## src/rtl/lcd_ctrl.sv

```systemverilog
// lcd_ctrl: write-only HD44780 strobe sequencer driven by a GO-toggle register.
// Define LCD_INIT_EN to compile in the autonomous power-up init sequence.
module lcd_ctrl #(
    parameter int SETUP_CYC      = 4,
    parameter int PULSE_CYC      = 12,
    parameter int HOLD_CYC       = 4,
    parameter int WAIT_CYC       = 2000,
    parameter int LONG_WAIT_CYC  = 82000,
    parameter int INIT_DELAY_CYC = 750000
) (
    input  logic        clk_i,
    input  logic        rst_i,
    input  logic [31:0] io_lcd_i,
    output logic        lcd_on_o,
    output logic        lcd_en_o,
    output logic        lcd_rs_o,
    output logic        lcd_rw_o,
    output logic [7:0]  lcd_data_o,
    output logic        busy_o
);

    function automatic int max2(input int a, input int b);
        return (a > b) ? a : b;
    endfunction

    localparam int MAX_CYC = max2(max2(max2(SETUP_CYC, PULSE_CYC), max2(HOLD_CYC, WAIT_CYC)),
                                  max2(LONG_WAIT_CYC, INIT_DELAY_CYC));
    localparam int CNT_W   = $clog2(MAX_CYC + 1);

    // Phase counters count up from 0 and leave each phase on its last cycle.
    localparam logic [CNT_W-1:0] SETUP_LAST = CNT_W'(SETUP_CYC - 1);
    localparam logic [CNT_W-1:0] PULSE_LAST = CNT_W'(PULSE_CYC - 1);
    localparam logic [CNT_W-1:0] HOLD_LAST  = CNT_W'(HOLD_CYC - 1);
    localparam logic [CNT_W-1:0] WAIT_LAST  = CNT_W'(WAIT_CYC - 1);
    localparam logic [CNT_W-1:0] LONG_LAST  = CNT_W'(LONG_WAIT_CYC - 1);

`ifdef LCD_INIT_EN
    localparam logic [CNT_W-1:0] INIT_LAST  = CNT_W'(INIT_DELAY_CYC - 1);

    typedef enum logic [2:0] {
        ST_IDLE, ST_SETUP, ST_PULSE, ST_HOLD, ST_WAIT, ST_INIT_DLY
    } state_t;

    function automatic logic [7:0] init_cmd(input logic [1:0] idx);
        case (idx)
            2'd0:    return 8'h38;
            2'd1:    return 8'h0C;
            2'd2:    return 8'h01;
            default: return 8'h06;
        endcase
    endfunction

    localparam state_t RESET_STATE = ST_INIT_DLY;
    logic [1:0] init_idx_q;
    logic       init_run_q;
`else
    typedef enum logic [2:0] {
        ST_IDLE, ST_SETUP, ST_PULSE, ST_HOLD, ST_WAIT
    } state_t;

    localparam state_t RESET_STATE = ST_IDLE;
`endif

    state_t           state_q;
    logic [CNT_W-1:0] cnt_q;
    logic [CNT_W-1:0] cnt_d;
    logic             last_go_q;
    logic             rs_q;
    logic [7:0]       data_q;
    logic             en_q;
    logic             busy_q;
    logic             on_q;

    logic             go_req;
    logic             long_wait;
    logic [CNT_W-1:0] wait_last;
    logic             unused_io;

    // Clear/home commands (0x01..0x03 with RS=0) need the long execution wait.
    always_comb begin
        cnt_d     = cnt_q + CNT_W'(1);
        go_req    = (state_q == ST_IDLE) && (io_lcd_i[11] != last_go_q);
        long_wait = !rs_q && (data_q[7:2] == 6'd0) && (data_q[1:0] != 2'd0);
        wait_last = long_wait ? LONG_LAST : WAIT_LAST;
    end

    assign unused_io = ^{io_lcd_i[30:12], io_lcd_i[10], io_lcd_i[8]};

    always_ff @(posedge clk_i) begin
        if (rst_i) begin
            state_q    <= RESET_STATE;
            cnt_q      <= '0;
            last_go_q  <= io_lcd_i[11];
            rs_q       <= 1'b0;
            data_q     <= 8'h00;
            en_q       <= 1'b0;
            busy_q     <= 1'b0;
            on_q       <= 1'b0;
`ifdef LCD_INIT_EN
            init_idx_q <= 2'd0;
            init_run_q <= 1'b1;
`endif
        end else begin
            on_q <= io_lcd_i[31];
            case (state_q)
                ST_IDLE: begin
                    if (go_req) begin
                        rs_q      <= io_lcd_i[9];
                        data_q    <= io_lcd_i[7:0];
                        last_go_q <= io_lcd_i[11];
                        busy_q    <= 1'b1;
                        cnt_q     <= '0;
                        state_q   <= ST_SETUP;
                    end
                end
                ST_SETUP: begin
                    if (cnt_q == SETUP_LAST) begin
                        cnt_q   <= '0;
                        en_q    <= 1'b1;
                        state_q <= ST_PULSE;
                    end else begin
                        cnt_q <= cnt_d;
                    end
                end
                ST_PULSE: begin
                    if (cnt_q == PULSE_LAST) begin
                        cnt_q   <= '0;
                        en_q    <= 1'b0;
                        state_q <= ST_HOLD;
                    end else begin
                        cnt_q <= cnt_d;
                    end
                end
                ST_HOLD: begin
                    if (cnt_q == HOLD_LAST) begin
                        cnt_q   <= '0;
                        state_q <= ST_WAIT;
                    end else begin
                        cnt_q <= cnt_d;
                    end
                end
                ST_WAIT: begin
                    if (cnt_q == wait_last) begin
                        cnt_q <= '0;
`ifdef LCD_INIT_EN
                        // During power-up, chain straight into the next ROM command.
                        if (init_run_q && (init_idx_q != 2'd3)) begin
                            init_idx_q <= init_idx_q + 2'd1;
                            data_q     <= init_cmd(init_idx_q + 2'd1);
                            state_q    <= ST_SETUP;
                        end else begin
                            init_run_q <= 1'b0;
                            busy_q     <= 1'b0;
                            state_q    <= ST_IDLE;
                        end
`else
                        busy_q  <= 1'b0;
                        state_q <= ST_IDLE;
`endif
                    end else begin
                        cnt_q <= cnt_d;
                    end
                end
`ifdef LCD_INIT_EN
                ST_INIT_DLY: begin
                    busy_q <= 1'b1;
                    if (cnt_q == INIT_LAST) begin
                        cnt_q      <= '0;
                        rs_q       <= 1'b0;
                        data_q     <= init_cmd(2'd0);
                        init_idx_q <= 2'd0;
                        state_q    <= ST_SETUP;
                    end else begin
                        cnt_q <= cnt_d;
                    end
                end
`endif
                default: begin
                    cnt_q   <= '0;
                    en_q    <= 1'b0;
                    busy_q  <= 1'b0;
                    state_q <= ST_IDLE;
                end
            endcase
        end
    end

    assign lcd_on_o   = on_q;
    assign lcd_en_o   = en_q;
    assign lcd_rs_o   = rs_q;
    assign lcd_rw_o   = 1'b0;
    assign lcd_data_o = data_q;
    assign busy_o     = busy_q;

endmodule

```

## config.mk

```make
export PLATFORM = sky130hd
export DESIGN_NAME = lcd_ctrl
export DESIGN_NICKNAME = d
export VERILOG_FILES = /design/src/rtl/lcd_ctrl.sv
export SDC_FILE = /design/constraint.sdc
export NUM_CORES = 1
export LEC_CHECK = 0
export BUFFER_PORTS_ARGS = -buffer_cell sky130_fd_sc_hd__buf_2
export CAP_MARGIN = 20
export CORE_ASPECT_RATIO = 0.8
export CORE_MARGIN = 10
export CORE_UTILIZATION = 47
export CTS_CLUSTER_SIZE = 24
export DETAILED_ROUTE_END_ITERATION = 6
export GPL_TIMING_DRIVEN = 0
export HOLD_SLACK_MARGIN = 0.03
export PLACE_DENSITY = 0.75
export SETUP_SLACK_MARGIN = 0.15
export SYNTH_ARGS = -nofsm -noshare
export SYNTH_HDL_FRONTEND = slang
export SYNTH_SLANG_ARGS = --single-unit
export TNS_END_PERCENT = 100
```

## constraint.sdc

```tcl
create_clock -name clk_i -period 2 [get_ports clk_i]
set_input_delay 0.2 -clock clk_i [delete_from_list [all_inputs] [get_ports clk_i]]
set_output_delay 0.2 -clock clk_i [all_outputs]
set_load 0.05 [all_outputs]
```

==> flow_summary_export.csv <==
group,metric,value,unit
status,status,"finished, violations left",
status,violations,"negative setup slack",
drt,post_drt_wl_per_cell,16.28,um
logic_synthesis,syn_inst,214,
cts,clock-sinks,36,
sta,hold_ws,0.1060,ns
cts,cts_buffers,5,
logic_synthesis,synth_area_leaders,"dfxtp_1, mux2i_1, nor2_1",
place,portBuffers,23,
global_routing,grt_use_met2,25.32,%
floorplan,ios,47,
hold_path,hold_class,"primary input to flip-flop",
logic_synthesis,synth_ff_type,"dfxtp_1",
global_routing,grt-ovfl-total,0,
critical_path,required,2.18,ns
sta,hold_viol,0,
global_routing,track_usage,15.23,%
sta,setup-violations-final,15,
floorplan,die_w,89.75,um
finish,fin_area,2522,sq um
global_routing,grt_max_degree,12,
place,place_congestion,0.8217,
place,dp_hpwl,3141,um
cts,cts_buffer_depth,2,
cts,clk_latency,0.29,ns
finish,layout-drive-gt1-share,44.15,%
logic_synthesis,synth_top_area_share,38.30,%
sta,skew,0.003660,ns
logic_synthesis,syn_nets,249,
finish,final_nets,299,
drt,vias,1821,
global_routing,met1_usage,18.52,%
critical_path,worstSetupPathType,"flip-flop to flip-flop",
drt,ant_nets,0,
logic_synthesis,ys_seq_area_share,39.95,%
drt,drt_wl_total,5208,um
global_routing,use_met3,4.331,%
sta,tightestPinTransition,0.5119,ns
drt,vias_per_cell,5.691,
power_and_ir_drop,peakVddDrop,0.5970,mV
drt,drt_iter0_drc,177,
logic_synthesis,ys_warn_count,0,
logic_synthesis,yosysUniqueCellTypes,49,
logic_synthesis,synth_commonest_cells,"dfxtp_1, nor2_1, nand2_1, nand3_1, mux2i_1",
cts,clk_root_buffer_cell,"clkbuf_8",
logic_synthesis,synth-async-reset-ratio,0,%
cts,clk_pin_slew_worst_paths,0.07,ns
logic_synthesis,ys_ff_latch,36,
cts,cts_max_level,2,
sta,post-route-period-util,105.9,%
power_and_ir_drop,leakage,1.048,nW
critical_path,crit_fanout,6,
drt,firstDrtPassIters,4,
logic_synthesis,yosysMostFrequentCell,"dfxtp_1",
sta,min_period,2.118,ns
sta,fmax,0.4721,GHz
logic_synthesis,synth-edff-count,1,
finish,multi_input_area,1232,sq um
critical_path,cp_data_arrival_time,2.30,ns
job,max-cap-violations,0,
global_routing,busiest_layer,"met2",
sta,fin_ws,-0.1184,ns
floorplan,placementRows,20,
finish,register_area,758.2,sq um
logic_synthesis,synth_area_leader_cell,"dfxtp_1",
floorplan,die_area,6803,sq um
global_routing,grt_pass1_vias,1710,
cts,cts_tree,"done",
global_routing,grt_pass1_wl,8349,um
floorplan,start_util,48.41,%
power_and_ir_drop,power.total,2.794,mW
finish,fill_cells,287,
floorplan,die_y,75.80,um
global_routing,antenna_found_initial,0,
power_and_ir_drop,power_density,1108,nW/um^2
critical_path,critPathCaptureType,"flip-flop",
finish,syn_to_final_growth,37.89,%
floorplan,core-area,3779,sq um
critical_path,worst_setup_path_start_kind,"flip-flop",
sta,max-slew-margin-rel,65.79,%
place,place_area,2056,sq um
sta,grt_setup_unrepaired,"yes",
finish,antenna_cells,0,
logic_synthesis,syn_area,1829,sq um
drt,drc_errors,0,
logic_synthesis,syn_avg_cell_area,8.548,sq um
sta,final_max_slew_viol_count,0,
==> where the power goes <==
part | total [mW] | switching [mW] | internal, mW
sequential | 0.923 | 0.0987 | 0.824
clock | 0.539 | 0.264 | 0.275
combinational | 1.33 | 0.780 | 0.552
total | 2.79 | 1.14 | 1.65
==> per-stage QoR <==
step | std cells | setup slack [ns] | utilization, % | TNS, ns
global placement | 292 | -0.1725 | 54.40 | -1.985
detailed placement | 292 | -0.1779 | 54.40 | -2.204
finish | 320 | -0.1184 | 66.76 | -0.7482
CTS | 315 | -0.06943 | 63.58 | -0.2886
global route | 320 | -0.2047 | 66.76 | -2.523
floorplan | 214 | 0.05169 | - | 0
==> state kept, by name, summed over array words and instances (netlist names) <==
signal / flops
cnt_q: 20
lcd_data_o: 8
state_q: 3
busy_o: 1
last_go_q: 1
lcd_en_o: 1
lcd_on_o: 1
lcd_rs_o: 1
==> timing repair <==
action	in CTS	in global routing
endpoints found under the setup margin	21	33
gates cloned	2	1
pin swaps	15	6
setup buffers	13	4
hold buffers	0	0
resized for setup	36	22
==> cell type report <==
cell class | count | share of cell area (%)
clock inverter | 2 | 0.3968
multi-input combinational | 166 | 48.86
clock buffer | 6 | 3.274
timing repair buffer | 41 | 11.01
sequential | 36 | 30.06
tap | 55 | 2.728
inverter | 3 | 0.4464
buffer | 11 | 3.224
==> metal layers <==
| layer | wire length, um | share of wire (%) | vias to the layer above |
|---|---|---|---|
| met5 | 0 | 0 | - |
| met4 | 137 | 2.6 | 0 |
| met3 | 338 | 6.5 | 18 |
| met2 | 2440 | 47 | 66 |
| met1 | 2292 | 44 | 851 |
| li1 | - | - | 886 |
==> cells in the final DEF (no fill, tap or decap), drive strengths merged, types with 3 or more instances in the layout <==
master / n
a211oi: 6
and3: 4
buf: 47
nor2b: 3
a21o: 3
nor4: 5
o21ai: 10
clkbuf: 11
nor3: 8
nand2b: 4
inv: 3
xor2: 3
dfxtp: 35
nor2: 24
a21oi: 7
nand4: 8
mux2i: 10
nand2: 25
o311ai: 6
nand3: 15
a22o: 3
or3: 4
==> cells by family after synthesis <==
kind of cell | after synthesis | share of synthesized area [%]
AND/OR/NAND/NOR | 104 | 29.75
AO/OA/AOI/OAI | 44 | 17.72
flip-flops | 36 | 39.95
buffers and inverters | 14 | 4.172
multiplexers | 11 | 6.088
XOR/XNOR | 3 | 1.437
adder cells (fa/ha/maj) | 1 | 0.6839
other | 1 | 0.2050
==> worst max-delay path, cell delays in order (launching register included) <==
cell,delay [ns]
dfxtp_2,0.32
buf_6,0.11
nor4_4,0.33
and3_4,0.23
mux2i_2,0.09
o211ai_4,0.30
a21oi_4,0.15
and3_1,0.21
a221o_1,0.26
==> final timing paths <==
path                 start             to  slack [ns]  cells after the start
max reg2reg       cnt_q[7]      cnt_q[19]       -0.12                      8
min reg2reg  lcd_data_o[0]  lcd_data_o[0]        0.50                      2
max               cnt_q[7]      cnt_q[19]       -0.12                      8
min           io_lcd_i[11]      last_go_q        0.11                      1
Note: power is estimated with default switching activity, not from simulation.
